==> src/rtl/spi_txn_ctrl.sv <==
// rtl/spi_txn_ctrl.sv - SPI transaction sequencer: command byte, write payload, read payload.
// Optional watchdog enabled by defining SPI_TXN_TIMEOUT_EN.
module spi_txn_ctrl #(
  parameter int         P_LEN_WIDTH  = 4,
  parameter logic [7:0] P_DUMMY_BYTE = 8'h00,
  parameter int         P_TIMEOUT    = 1024
) (
  input  logic                   i_clk,
  input  logic                   i_rst,
  input  logic [7:0]             i_txn_cmd,
  input  logic [P_LEN_WIDTH-1:0] i_txn_wr_len,
  input  logic [P_LEN_WIDTH-1:0] i_txn_rd_len,
  input  logic                   i_txn_valid,
  output logic                   o_txn_ready,
  input  logic [7:0]             i_wdata,
  input  logic                   i_wdata_valid,
  output logic                   o_wdata_ready,
  output logic [7:0]             o_rdata,
  output logic                   o_rdata_valid,
  output logic [7:0]             o_drv_wdata,
  output logic                   o_drv_wvalid,
  input  logic                   i_drv_wready,
  input  logic [7:0]             i_drv_rdata,
  input  logic                   i_drv_rvalid,
  output logic                   o_busy,
  output logic                   o_done,
  output logic                   o_err
);

  localparam int CW = P_LEN_WIDTH + 1;

  typedef enum logic [2:0] {S_IDLE, S_CMD, S_WR, S_RD, S_DONE} state_t;

  state_t        state, state_nxt;
  logic [7:0]    cmd_q;
  logic [CW-1:0] wr_len_q, rd_len_q;
  logic [CW-1:0] wr_cnt, rd_iss_cnt, rd_rcv_cnt;
  logic          accept, drv_hs, rd_fwd, timeout;

  assign accept        = i_txn_valid && (state == S_IDLE);
  assign drv_hs        = o_drv_wvalid && i_drv_wready;
  assign rd_fwd        = (state == S_RD) && i_drv_rvalid;
  assign o_txn_ready   = (state == S_IDLE);
  assign o_busy        = (state != S_IDLE);
  assign o_done        = (state == S_DONE);
  assign o_rdata_valid = rd_fwd;
  assign o_rdata       = rd_fwd ? i_drv_rdata : 8'h00;

  always_ff @(posedge i_clk or posedge i_rst) begin
    if (i_rst) begin
      state <= S_IDLE;
    end else begin
      state <= state_nxt;
    end
  end

  always_comb begin
    state_nxt     = state;
    o_drv_wdata   = 8'h00;
    o_drv_wvalid  = 1'b0;
    o_wdata_ready = 1'b0;
    case (state)
      S_IDLE: begin
        if (accept) state_nxt = S_CMD;
      end
      S_CMD: begin
        o_drv_wdata  = cmd_q;
        o_drv_wvalid = 1'b1;
        if (i_drv_wready) begin
          if (wr_len_q != '0)      state_nxt = S_WR;
          else if (rd_len_q != '0) state_nxt = S_RD;
          else                     state_nxt = S_DONE;
        end
      end
      S_WR: begin
        o_drv_wdata   = i_wdata;
        o_drv_wvalid  = i_wdata_valid;
        o_wdata_ready = i_drv_wready;
        if (i_wdata_valid && i_drv_wready && (wr_cnt + CW'(1) == wr_len_q)) begin
          state_nxt = (rd_len_q != '0) ? S_RD : S_DONE;
        end
      end
      S_RD: begin
        // Dummy bytes stop once every read byte has been clocked out; we then wait for the data.
        o_drv_wdata  = P_DUMMY_BYTE;
        o_drv_wvalid = (rd_iss_cnt < rd_len_q);
        if (rd_fwd && (rd_rcv_cnt + CW'(1) == rd_len_q)) state_nxt = S_DONE;
      end
      S_DONE: begin
        state_nxt = S_IDLE;
      end
      default: begin
        state_nxt = S_IDLE;
      end
    endcase
    if (timeout) state_nxt = S_DONE;
  end

  always_ff @(posedge i_clk or posedge i_rst) begin
    if (i_rst) begin
      cmd_q      <= 8'h00;
      wr_len_q   <= '0;
      rd_len_q   <= '0;
      wr_cnt     <= '0;
      rd_iss_cnt <= '0;
      rd_rcv_cnt <= '0;
    end else begin
      if (accept) begin
        cmd_q      <= i_txn_cmd;
        wr_len_q   <= {1'b0, i_txn_wr_len};
        rd_len_q   <= {1'b0, i_txn_rd_len};
        wr_cnt     <= '0;
        rd_iss_cnt <= '0;
        rd_rcv_cnt <= '0;
      end
      if ((state == S_WR) && drv_hs) wr_cnt <= wr_cnt + CW'(1);
      if ((state == S_RD) && drv_hs) rd_iss_cnt <= rd_iss_cnt + CW'(1);
      if (rd_fwd) rd_rcv_cnt <= rd_rcv_cnt + CW'(1);
    end
  end

`ifdef SPI_TXN_TIMEOUT_EN
  localparam int TW = $clog2(P_TIMEOUT + 1);

  logic [TW-1:0] wd_cnt;
  logic          err_q;
  logic          active;

  assign active  = (state == S_CMD) || (state == S_WR) || (state == S_RD);
  // Limit is hit on the cycle that would make the count reach P_TIMEOUT; DONE follows at that edge.
  assign timeout = active && !drv_hs && !rd_fwd && (wd_cnt == TW'(P_TIMEOUT - 1));
  assign o_err   = (state == S_DONE) && err_q;

  always_ff @(posedge i_clk or posedge i_rst) begin
    if (i_rst) begin
      wd_cnt <= '0;
      err_q  <= 1'b0;
    end else begin
      if (accept || drv_hs || rd_fwd || !active) wd_cnt <= '0;
      else                                       wd_cnt <= wd_cnt + TW'(1);
      err_q <= timeout;
    end
  end
`else
  logic unused_timeout;

  assign unused_timeout = (P_TIMEOUT > 0);
  assign timeout        = 1'b0;
  assign o_err          = 1'b0;
`endif

endmodule

==> config.mk <==
export PLATFORM = sky130hd
export DESIGN_NAME = spi_txn_ctrl
export DESIGN_NICKNAME = d
export VERILOG_FILES = /design/src/rtl/spi_txn_ctrl.sv
export SDC_FILE = /design/constraint.sdc
export NUM_CORES = 1
export LEC_CHECK = 0
export BUFFER_PORTS_ARGS = -buffer_cell sky130_fd_sc_hd__buf_2
export CORE_UTILIZATION = 45
export DETAILED_ROUTE_END_ITERATION = 8
export GPL_TIMING_DRIVEN = 0
export HOLD_SLACK_MARGIN = 0.12
export PLACE_DENSITY = 0.71
export SLEW_MARGIN = 20
export SYNTH_ARGS = -nofsm -noshare
export SYNTH_HDL_FRONTEND = slang
export SYNTH_SLANG_ARGS = --single-unit
==> constraint.sdc <==
create_clock -name i_clk -period 2.21 [get_ports i_clk]
set_input_delay 0.1105 -clock i_clk [delete_from_list [all_inputs] [get_ports i_clk]]
set_output_delay 0.1105 -clock i_clk [all_outputs]
set_load 0.02 [all_outputs]
* After elaboration in Yosys (flattened, before gate mapping)
Cells that the tools add are included.
** Cells by class
- Reduce and logical (&&, ||, !) cells :: 16
- Equal/unequal tests :: 10
- Magnitude comparators :: 1
- Muxes and demuxes :: 15
- $add $sub $neg :: 3
** Operator list (number)
- 5-bit two-way mux :: 4
- 3-bit two-way mux :: 6
- 8-bit case mux with 2 select lines :: 1
- 5-bit by 1-bit adder with 5-bit output, second input constant :: 3
- 3-bit case mux with 4 select lines :: 1
- 5-bit by 4-bit == test with 1-bit output :: 2
- 5-bit nonzero test :: 2
- 1-bit logical AND :: 8
- 8-bit two-way mux :: 1
- 3-bit by 2-bit == test with 1-bit output, second input constant :: 2
- 2-bit nonzero test :: 3
- 5-bit by 4-bit less-than comparator with 1-bit output :: 1
- 2-bit by 1-bit != test with 1-bit output, second input constant :: 2
- 2-bit != test, second input constant :: 2
- 4-bit AND reduction :: 1
- 3-bit by 1-bit == test with 1-bit output, second input constant :: 1
- 3-bit == test, second input constant :: 1
- 3-bit logical NOT :: 1
- 1-bit case mux with 3 select lines :: 1
- 3-bit nonzero test :: 1
- 1-bit two-way mux :: 1
** Storage, ports and cells
- Word-level logic and storage cells :: 52
- Output and inout port bits :: 23
- Input port bits :: 38
- Bits in registers :: 34

* Depth between registers and ports, before layout
Gate-level depths: netlist of run 1.
- Depth in word-level cells :: 5
- Gate-level depth with buffers :: 7
- Depth with buffers taken out :: 7

* Least setup slack after synthesis of run 1
OpenSTA, ideal clock, no wires.
- Kind :: register to register
- Start :: register state[2]
- End :: register cmd_q[0]
- Data required time :: 2085 ps
- Clock period less this slack :: 2026 ps
- Setup slack :: 184 ps
- Arrival time :: 1901 ps
- Path buffers :: 3
- Setup time :: 125 ps
- Cell stages (with the launch flop) :: 7
- Cells stage by stage :: dfrtp_1 -> buf_2 -> nor3_1 -> and2_1 -> buf_4 -> buf_6 -> mux2_2
** Between the ends
- Cells in the longest elaborated chain, start to end :: 2
** RTL lines
- start: declaration :: RTL line 34 : state_t state, state_nxt;
- start signal: assignment :: RTL line 53 : state <= state_nxt;
- 3-bit logical NOT
- named net o_txn_ready :: RTL line 14 : output logic o_txn_ready,
- 1-bit logical AND :: RTL line 40 : assign accept = i_txn_valid && (state == S_IDLE);
- end signal: assignment :: RTL line 109 : cmd_q <= i_txn_cmd;
- end: declaration :: RTL line 35 : logic [7:0] cmd_q;
The timed path passes the listed nets, and every way through them passes these cells.
A chain may end at the register's enable or synchronous reset.

* Worst setup path in the final report of run 1
- Start :: register rd_len_q[3]
- End :: register rd_iss_cnt[2]
** Between the ends
- Cells in the longest elaborated chain, start to end :: 5
- Elaborated cells between the ends (all ways) :: 6
- Those cells by class :: order compare: 1; mux: 2; reduce/logical: 3
** RTL lines
- start: declaration :: RTL line 36 : logic [CW-1:0] wr_len_q, rd_len_q;
- start signal: assignment :: RTL line 111 : rd_len_q <= {1'b0, i_txn_rd_len};
- 5-bit by 4-bit less-than comparator with 1-bit output * :: RTL line 86 : o_drv_wvalid = (rd_iss_cnt < rd_len_q);
- 1-bit case mux with 3 select lines * :: RTL line 62 : case (state)
- 1-bit logical AND * :: RTL line 41 : assign drv_hs = o_drv_wvalid && i_drv_wready;
- 1-bit logical AND * :: RTL line 117 : if ((state == S_RD) && drv_hs) rd_iss_cnt <= rd_iss_cnt + CW'(1);
- 5-bit two-way mux or 2-bit nonzero test (tied branches)
- end signal: assignment :: RTL line 117
- end: declaration :: RTL line 37 : logic [CW-1:0] wr_cnt, rd_iss_cnt, rd_rcv_cnt;
Every way passes the cells marked *; elsewhere a longest branch is shown, timed or not.

==> flow_metrics.py, run 1 <==
metrics = {
    "global_routing": {
        "grtUsageTotal": 0.198,
        "grt_max_degree": 35,
        "grt_pass1_wl_mm": 7.74,
        "first_global_vias": 1747,
        "grt-ovfl-total": 0,
        "antenna_found_initial": 0,
    },
    "floorplanning": {
        "io_pins": 61,
        "dieArea_mm2": 0.00492,
        "start_util": 0.473,
        "dieWidth_um": 70.1,
        "coreArea_mm2": 0.00441,
        "fp.dieH_um": 70.1,
        "rows": 24,
    },
    "pwr": {
        "ir_worst_vdd_v": 0.000673,
        "cellPowerDensity_mw_per_mm2": 1230,
        "p_leak_nw": 1.35,
    },
    "drt": {
        "dr_wl_met3_um": 194,
        "dr.max_layer_used": "met4",
        "dr_wl_met2_mm": 2.25,
        "drcViolationCount": 0,
        "wl_per_cell_um": 13.0,
        "drt_pass1_iterations": 4,
        "wl_mm": 4.64,
        "dr_total_vias": 1893,
        "met1_length_mm": 2.11,
        "ant_nets": 0,
        "via_per_inst": 5.32,
        "drt_iter0_markers": 79,
    },
    "critical_path": {
        "end_kind": "flip-flop",
        "rr_worst_depth": 7,
        "start_kind": "flip-flop",
        "crit_fanout": 5,
        "crit_arrival_ps": 2250,
        "path_class": "flip-flop to flip-flop",
        "required_ps": 2430,
    },
    "clock_tree": {
        "clock_sinks": 34,
        "cts.clk_slew.worst_paths_ps": 70,
        "clockBufferDepth": 2,
        "clk_latency_ps": 290,
        "post_cts_resized": 0,
        "htreeDepth": 2,
        "root_buffer": "clkbuf_8",
        "cts-buffers-inserted": 5,
        "cts_tree": "built",
    },
    "logic_synthesis": {
        "synth_cells": 219,
        "avgSynthCellArea_um2": 9.54,
        "synth-seq-area-share": 0.407,
        "syn_nets": 263,
        "synth_seq_cells": 34,
        "ys_warn_count": 0,
        "ys_types": 51,
        "synth_area_mm2": 0.00209,
    },
    "timing": {
        "timing.hold.ws_ps": 199,
        "setup_tns_ps": 0,
        "relSlewSlack": 0.527,
        "fin_crit_ps": 2030,
        "layout_setup_ws_ps": 182,
        "hold_violations": 0,
        "rsz0062_at_grt": "no",
        "clock_skew_ps": 4.29,
        "period_share": 0.918,
        "slew_viol_final": 0,
        "fmax_mhz": 493,
        "setup_violations": 0,
        "worst_pin_slew_ps": 708,
    },
    "worst_hold_path": {
        "holdPathStages": 3,
        "hold_path_class": "input pin to flip-flop",
    },
    "layout": {
        "fillers": 389,
        "final_util": 0.620,
        "nNetsFinal": 347,
        "layout_common_cells": "63 x buf_2, 34 x dfrtp_1, 24 x nand2_1",
        "num_antenna_cells": 0,
        "area_delta_synth_final_pct": 31.0,
        "final_common_cell": "buf_2",
        "drive_gt1_frac": 0.326,
    },
    "placement": {
        "hpwl_mm": 3.29,
        "port_buffers": 59,
        "place.gp.congestion": 0.774,
        "pre_cts_ws_ps": 142,
    },
    "status": {
        "status": "completed",
    },
    "run": {
        "drv_cap": 0,
    },
}
worst paths after layout:
path	from	to	slack, ps
max	rd_len_q[3]	rd_iss_cnt[2]	180
min	i_drv_rvalid	rd_rcv_cnt[4]	200
max reg2reg	rd_len_q[3]	rd_iss_cnt[2]	180
min reg2reg	cmd_q[7]	cmd_q[7]	500
max in group asynchronous	i_rst	state[2]	1270
min in group asynchronous	i_rst	rd_iss_cnt[3]	490
cell usage after synthesis, drive strengths merged:
cell type | instances | area, µm²
o31ai | 1 | 7.51
nor4 | 4 | 31.3
a22o | 3 | 26.3
nand3 | 6 | 35.0
a21oi | 4 | 23.8
nor2b | 3 | 18.8
nand4 | 1 | 6.26
conb | 1 | 3.75
a211o | 1 | 8.76
o22ai | 1 | 6.26
a311oi | 1 | 15.0
o21ai | 20 | 100
and2 | 1 | 6.26
or3 | 1 | 6.26
nand2 | 24 | 90.1
a2111oi | 2 | 23.8
nand2b | 2 | 12.5
nand3b | 1 | 7.51
nor2 | 16 | 60.1
nor4b | 1 | 15.0
o2111ai | 1 | 8.76
ha | 6 | 75.1
mux2 | 14 | 158
and3b | 1 | 8.76
xnor2 | 7 | 68.8
nor3b | 3 | 22.5
clkbuf | 5 | 18.8
a221oi | 1 | 15.0
or4 | 1 | 7.51
dfrtp | 34 | 851
a32o | 1 | 10.0
buf | 8 | 53.8
and3 | 9 | 56.3
inv | 9 | 33.8
o21a | 1 | 7.51
mux2i | 1 | 10.0
or3b | 1 | 8.76
a22oi | 9 | 67.6
o21ba | 1 | 10.0
xor2 | 8 | 70.1
nor3 | 3 | 15.0
a31o | 1 | 8.76
through the flow:
step | cell area [µm²] | total power (W) | cells
2_1_floorplan | 2090 | 0.00236 | 219
3_5_place_dp | 2450 | 0.00277 | 330
5_1_grt | 2740 | 0.00362 | 356
6_report | 2740 | 0.00335 | 356
3_3_place_gp | 2450 | 0.00273 | 330
4_1_cts | 2730 | 0.00336 | 355
logic make-up (layout without fill, tap and decap cells):
family | Yosys count | count (layout) | share of synthesized area
AND/OR/NAND/NOR | 78 | 78 | 0.195
buffers and inverters | 22 | 107 | 0.0509
flip-flops | 34 | 34 | 0.407
other | 1 | 1 | 0.00179
AO/OA/AOI/OAI | 48 | 48 | 0.162
XOR/XNOR | 15 | 15 | 0.0665
adder cells (fa/ha/maj) | 6 | 6 | 0.0359
multiplexers | 15 | 15 | 0.0802
timing repair:
| item | 4_1_cts | 5_1_grt |
|---|---|---|
| hold buffers | 17 | 0 |
| hold endpoints to repair | 50 | 0 |
| setup endpoints to repair | 0 | 1 |
| buffers inserted | 0 | 1 |
routing by layer:
| metal | track usage | vias up |
|---|---|---|
| met5 | 0 | - |
| met4 | 0.0644 | 0 |
| met3 | 0.0404 | 10 |
| met2 | 0.331 | 52 |
| met1 | 0.256 | 883 |
| li1 | - | 948 |
power by group:
group	switching (W)	internal, W	leakage (nW)
logic	0.000922	0.000754	0.859
registers	0.000237	0.000879	0.432
clock network	0.000230	0.000332	0.0579
total	0.00139	0.00197	1.35
state kept, by name, summed over array words and instances (netlist names):
register and flops:
wr_len_q 4, wr_cnt 5, state 3, rd_iss_cnt 5
cmd_q 8, rd_rcv_cnt 5, rd_len_q 4
cell type report:
cell class | instances | area, µm² | share of cell area
plain buffers | 13 | 72.6 | 0.0265
clock buffers | 5 | 68.8 | 0.0251
clock inverters | 3 | 40.0 | 0.0146
inverters | 9 | 33.8 | 0.0123
multi-input cells | 163 | 1130 | 0.414
flip-flops and latches | 34 | 851 | 0.311
well taps | 52 | 65.1 | 0.0238
repair buffers | 77 | 473 | 0.173
critical path, stage by stage, from the launching register on:
cell and delay [ps]:
dfrtp_1 410, inv_1 110, ha_1 220, nor4_1 250, o21ai_0 180, a21oi_2 290, mux2_2 380, mux2i_1 120
(Power assumes the default switching activity.)
==> run 2: changes to the inputs <==
- CORE_MARGIN: unset -> 10
- SKIP_CTS_REPAIR_TIMING: unset -> 1
==> run 2 against run 1 <==
- die area up 58%
- via count shrank 0.21%
- critical path depth did not move
- register-to-register slack better by 40 ps
- sequential power about the same
- utilization shrank 0.26 points
- power shrank 2.8%
- fmax is 2.2% higher
- combinational power about the same
- first-iteration DRC count increased by 14%
- largest cell class unchanged
- highest routed layer unchanged
- final cell count grew 0.28%
==> flow_metrics.py, run 2 (same netlist as run 1, synthesis figures left out) <==
metrics = {
    "status": {
        "status": "completed",
    },
    "critical_path": {
        "crit_path_end": "rd_iss_cnt[2]",
        "crit_buf_inv": 1,
        "crit_arrival_ps": 2190,
        "crit_start": "rd_len_q[3]",
        "ff2ff_setup_slack_ps": 230,
        "r2r-end": "rd_iss_cnt[2]",
        "start_kind": "flip-flop",
        "crit_slowest_cell": "dfrtp_1",
        "rr_worst_depth": 7,
        "path_class": "flip-flop to flip-flop",
        "crit_fanout": 4,
        "r2r-start": "rd_len_q[3]",
        "required_ps": 2420,
        "max_stage_delay_ps": 410,
        "cp_top_family": "multiplexers",
        "critical_path_depth": 7,
        "path_cells": "inv_1 -> ha_1 -> nor4_1 -> o21ai_0 -> a21oi_2 -> mux2_2 -> mux2i_1",
        "end_kind": "flip-flop",
    },
    "timing": {
        "setup_tns_ps": 0,
        "layout_setup_ws_ps": 226,
        "setup_violations": 0,
        "slew_viol_final": 0,
        "hold_violations": 0,
        "fin_crit_ps": 1980,
        "fmax_mhz": 504,
        "relSlewSlack": 0.531,
        "period_share": 0.898,
        "clock_skew_ps": 6.67,
        "worst_pin_slew_ps": 702,
        "rsz0062_at_grt": "no",
    },
    "global_routing": {
        "grtUsageTotal": 0.125,
        "use_met2": 0.205,
        "first_global_vias": 1702,
        "use_met1": 0.154,
        "use_met3": 0.0390,
        "grt_pass1_wl_mm": 7.91,
        "antenna_found_initial": 0,
        "grt_max_degree": 35,
        "grt-ovfl-total": 0,
        "busiest_layer": "met2",
    },
    "placement": {
        "port_buffers": 59,
        "hpwl_mm": 3.92,
        "pre_cts_ws_ps": 141,
        "place_area_mm2": 0.00245,
        "place.gp.congestion": 0.810,
    },
    "clock_tree": {
        "clockBufferDepth": 2,
        "htreeDepth": 2,
        "cts_tree": "built",
        "cts-buffers-inserted": 5,
        "clk_latency_ps": 280,
        "root_buffer": "clkbuf_8",
        "cts.clk_slew.worst_paths_ps": 70,
        "clock_sinks": 34,
    },
    "layout": {
        "largest_register_ffs": 8,
        "area_delta_synth_final_pct": 30.4,
        "regMostFlops": "cmd_q",
        "final_common_cell": "buf_2",
        "num_antenna_cells": 0,
        "stdcell_area_mm2": 0.00273,
        "nNetsFinal": 348,
        "fillers": 380,
        "layout_common_cells": "63 x buf_2, 34 x dfrtp_1, 24 x nand2_1",
        "drive_gt1_frac": 0.328,
    },
    "drt": {
        "via_per_inst": 5.29,
        "wl_per_cell_um": 14.4,
        "wl_mm": 5.15,
        "drcViolationCount": 0,
        "dr_total_vias": 1889,
        "ant_nets": 0,
        "drt_iter0_markers": 90,
        "drt_pass1_iterations": 4,
    },
    "pwr": {
        "cellPowerDensity_mw_per_mm2": 1200,
        "ir_worst_vdd_v": 0.000712,
        "p_leak_nw": 1.34,
    },
    "floorplanning": {
        "dieWidth_um": 88.1,
        "dieArea_mm2": 0.00777,
        "fp.dieH_um": 88.1,
        "rows": 24,
        "io_pins": 61,
        "start_util": 0.473,
        "coreArea_mm2": 0.00441,
    },
    "worst_hold_path": {
        "hp-start": "i_drv_rvalid",
        "hold_path_class": "input pin to flip-flop",
    },
    "run": {
        "drv_cap": 0,
    },
}
-- run 2: cell count changes in the layout (fill, tap and decap cells not counted), sizes merged --
cell,previous run,this run
bufinv,1,0
clkinvlp,0,1
buf,68,69
-- run 2: layout make-up --
type,count,area [µm²],share of cell area
plain buffers,13,72.6,0.0266
clock buffers,5,68.8,0.0253
clock inverters,3,21.3,0.00781
inverters,9,33.8,0.0124
multi-input cells,163,1130,0.416
flip-flops and latches,34,851,0.312
well taps,52,65.1,0.0239
repair buffers,78,480,0.176
-- run 2: per-stage QoR --
stage	hold WS [ps]	cells	total power, W	utilization
finish	202	357	0.00326	0.617
global route	221	357	0.00354	0.617
CTS	-32.0	338	0.00325	0.575
detailed placement	279	330	0.00278	0.555
global placement	319	330	0.00274	0.555
floorplan	227	219	0.00236	-
-- run 2: per-layer routing --
metal,wire (µm),vias up
met2,2570,39
met5,0,-
met1,2200,896
met4,39,0
li1,-,949
met3,347,5
-- run 2: how the worst min path moves through the flow --
| stage | endpoint | slack (ps) | cells past startpoint |
|---|---|---|---|
| 2_1_floorplan | rd_len_q[0] | 230 | 2 |
| 3_3_place_gp | rd_len_q[0] | 320 | 3 |
| 3_5_place_dp | rd_iss_cnt[3] | 280 | 2 |
| 4_1_cts | wr_len_q[2] | -30 | 2 |
| 5_1_grt | rd_rcv_cnt[4] | 220 | 3 |
| 6_report | rd_rcv_cnt[4] | 200 | 3 |
-- run 2: power by group --
group | internal (W) | leakage [nW] | switching, W | total (W)
Clock | 0.000221 | 0.0441 | 0.000234 | 0.000455
Combinational | 0.000759 | 0.865 | 0.000926 | 0.00169
Sequential | 0.000879 | 0.432 | 0.000242 | 0.00112
-- run 2: worst register-to-register path, delay by kind of cell, from the launching register on --
kind	cells	cell delay, ps
flops	1	410
mux	2	500
fa+ha+maj	1	220
compound gates	2	450
simple gates	1	240
buf+inv	1	110
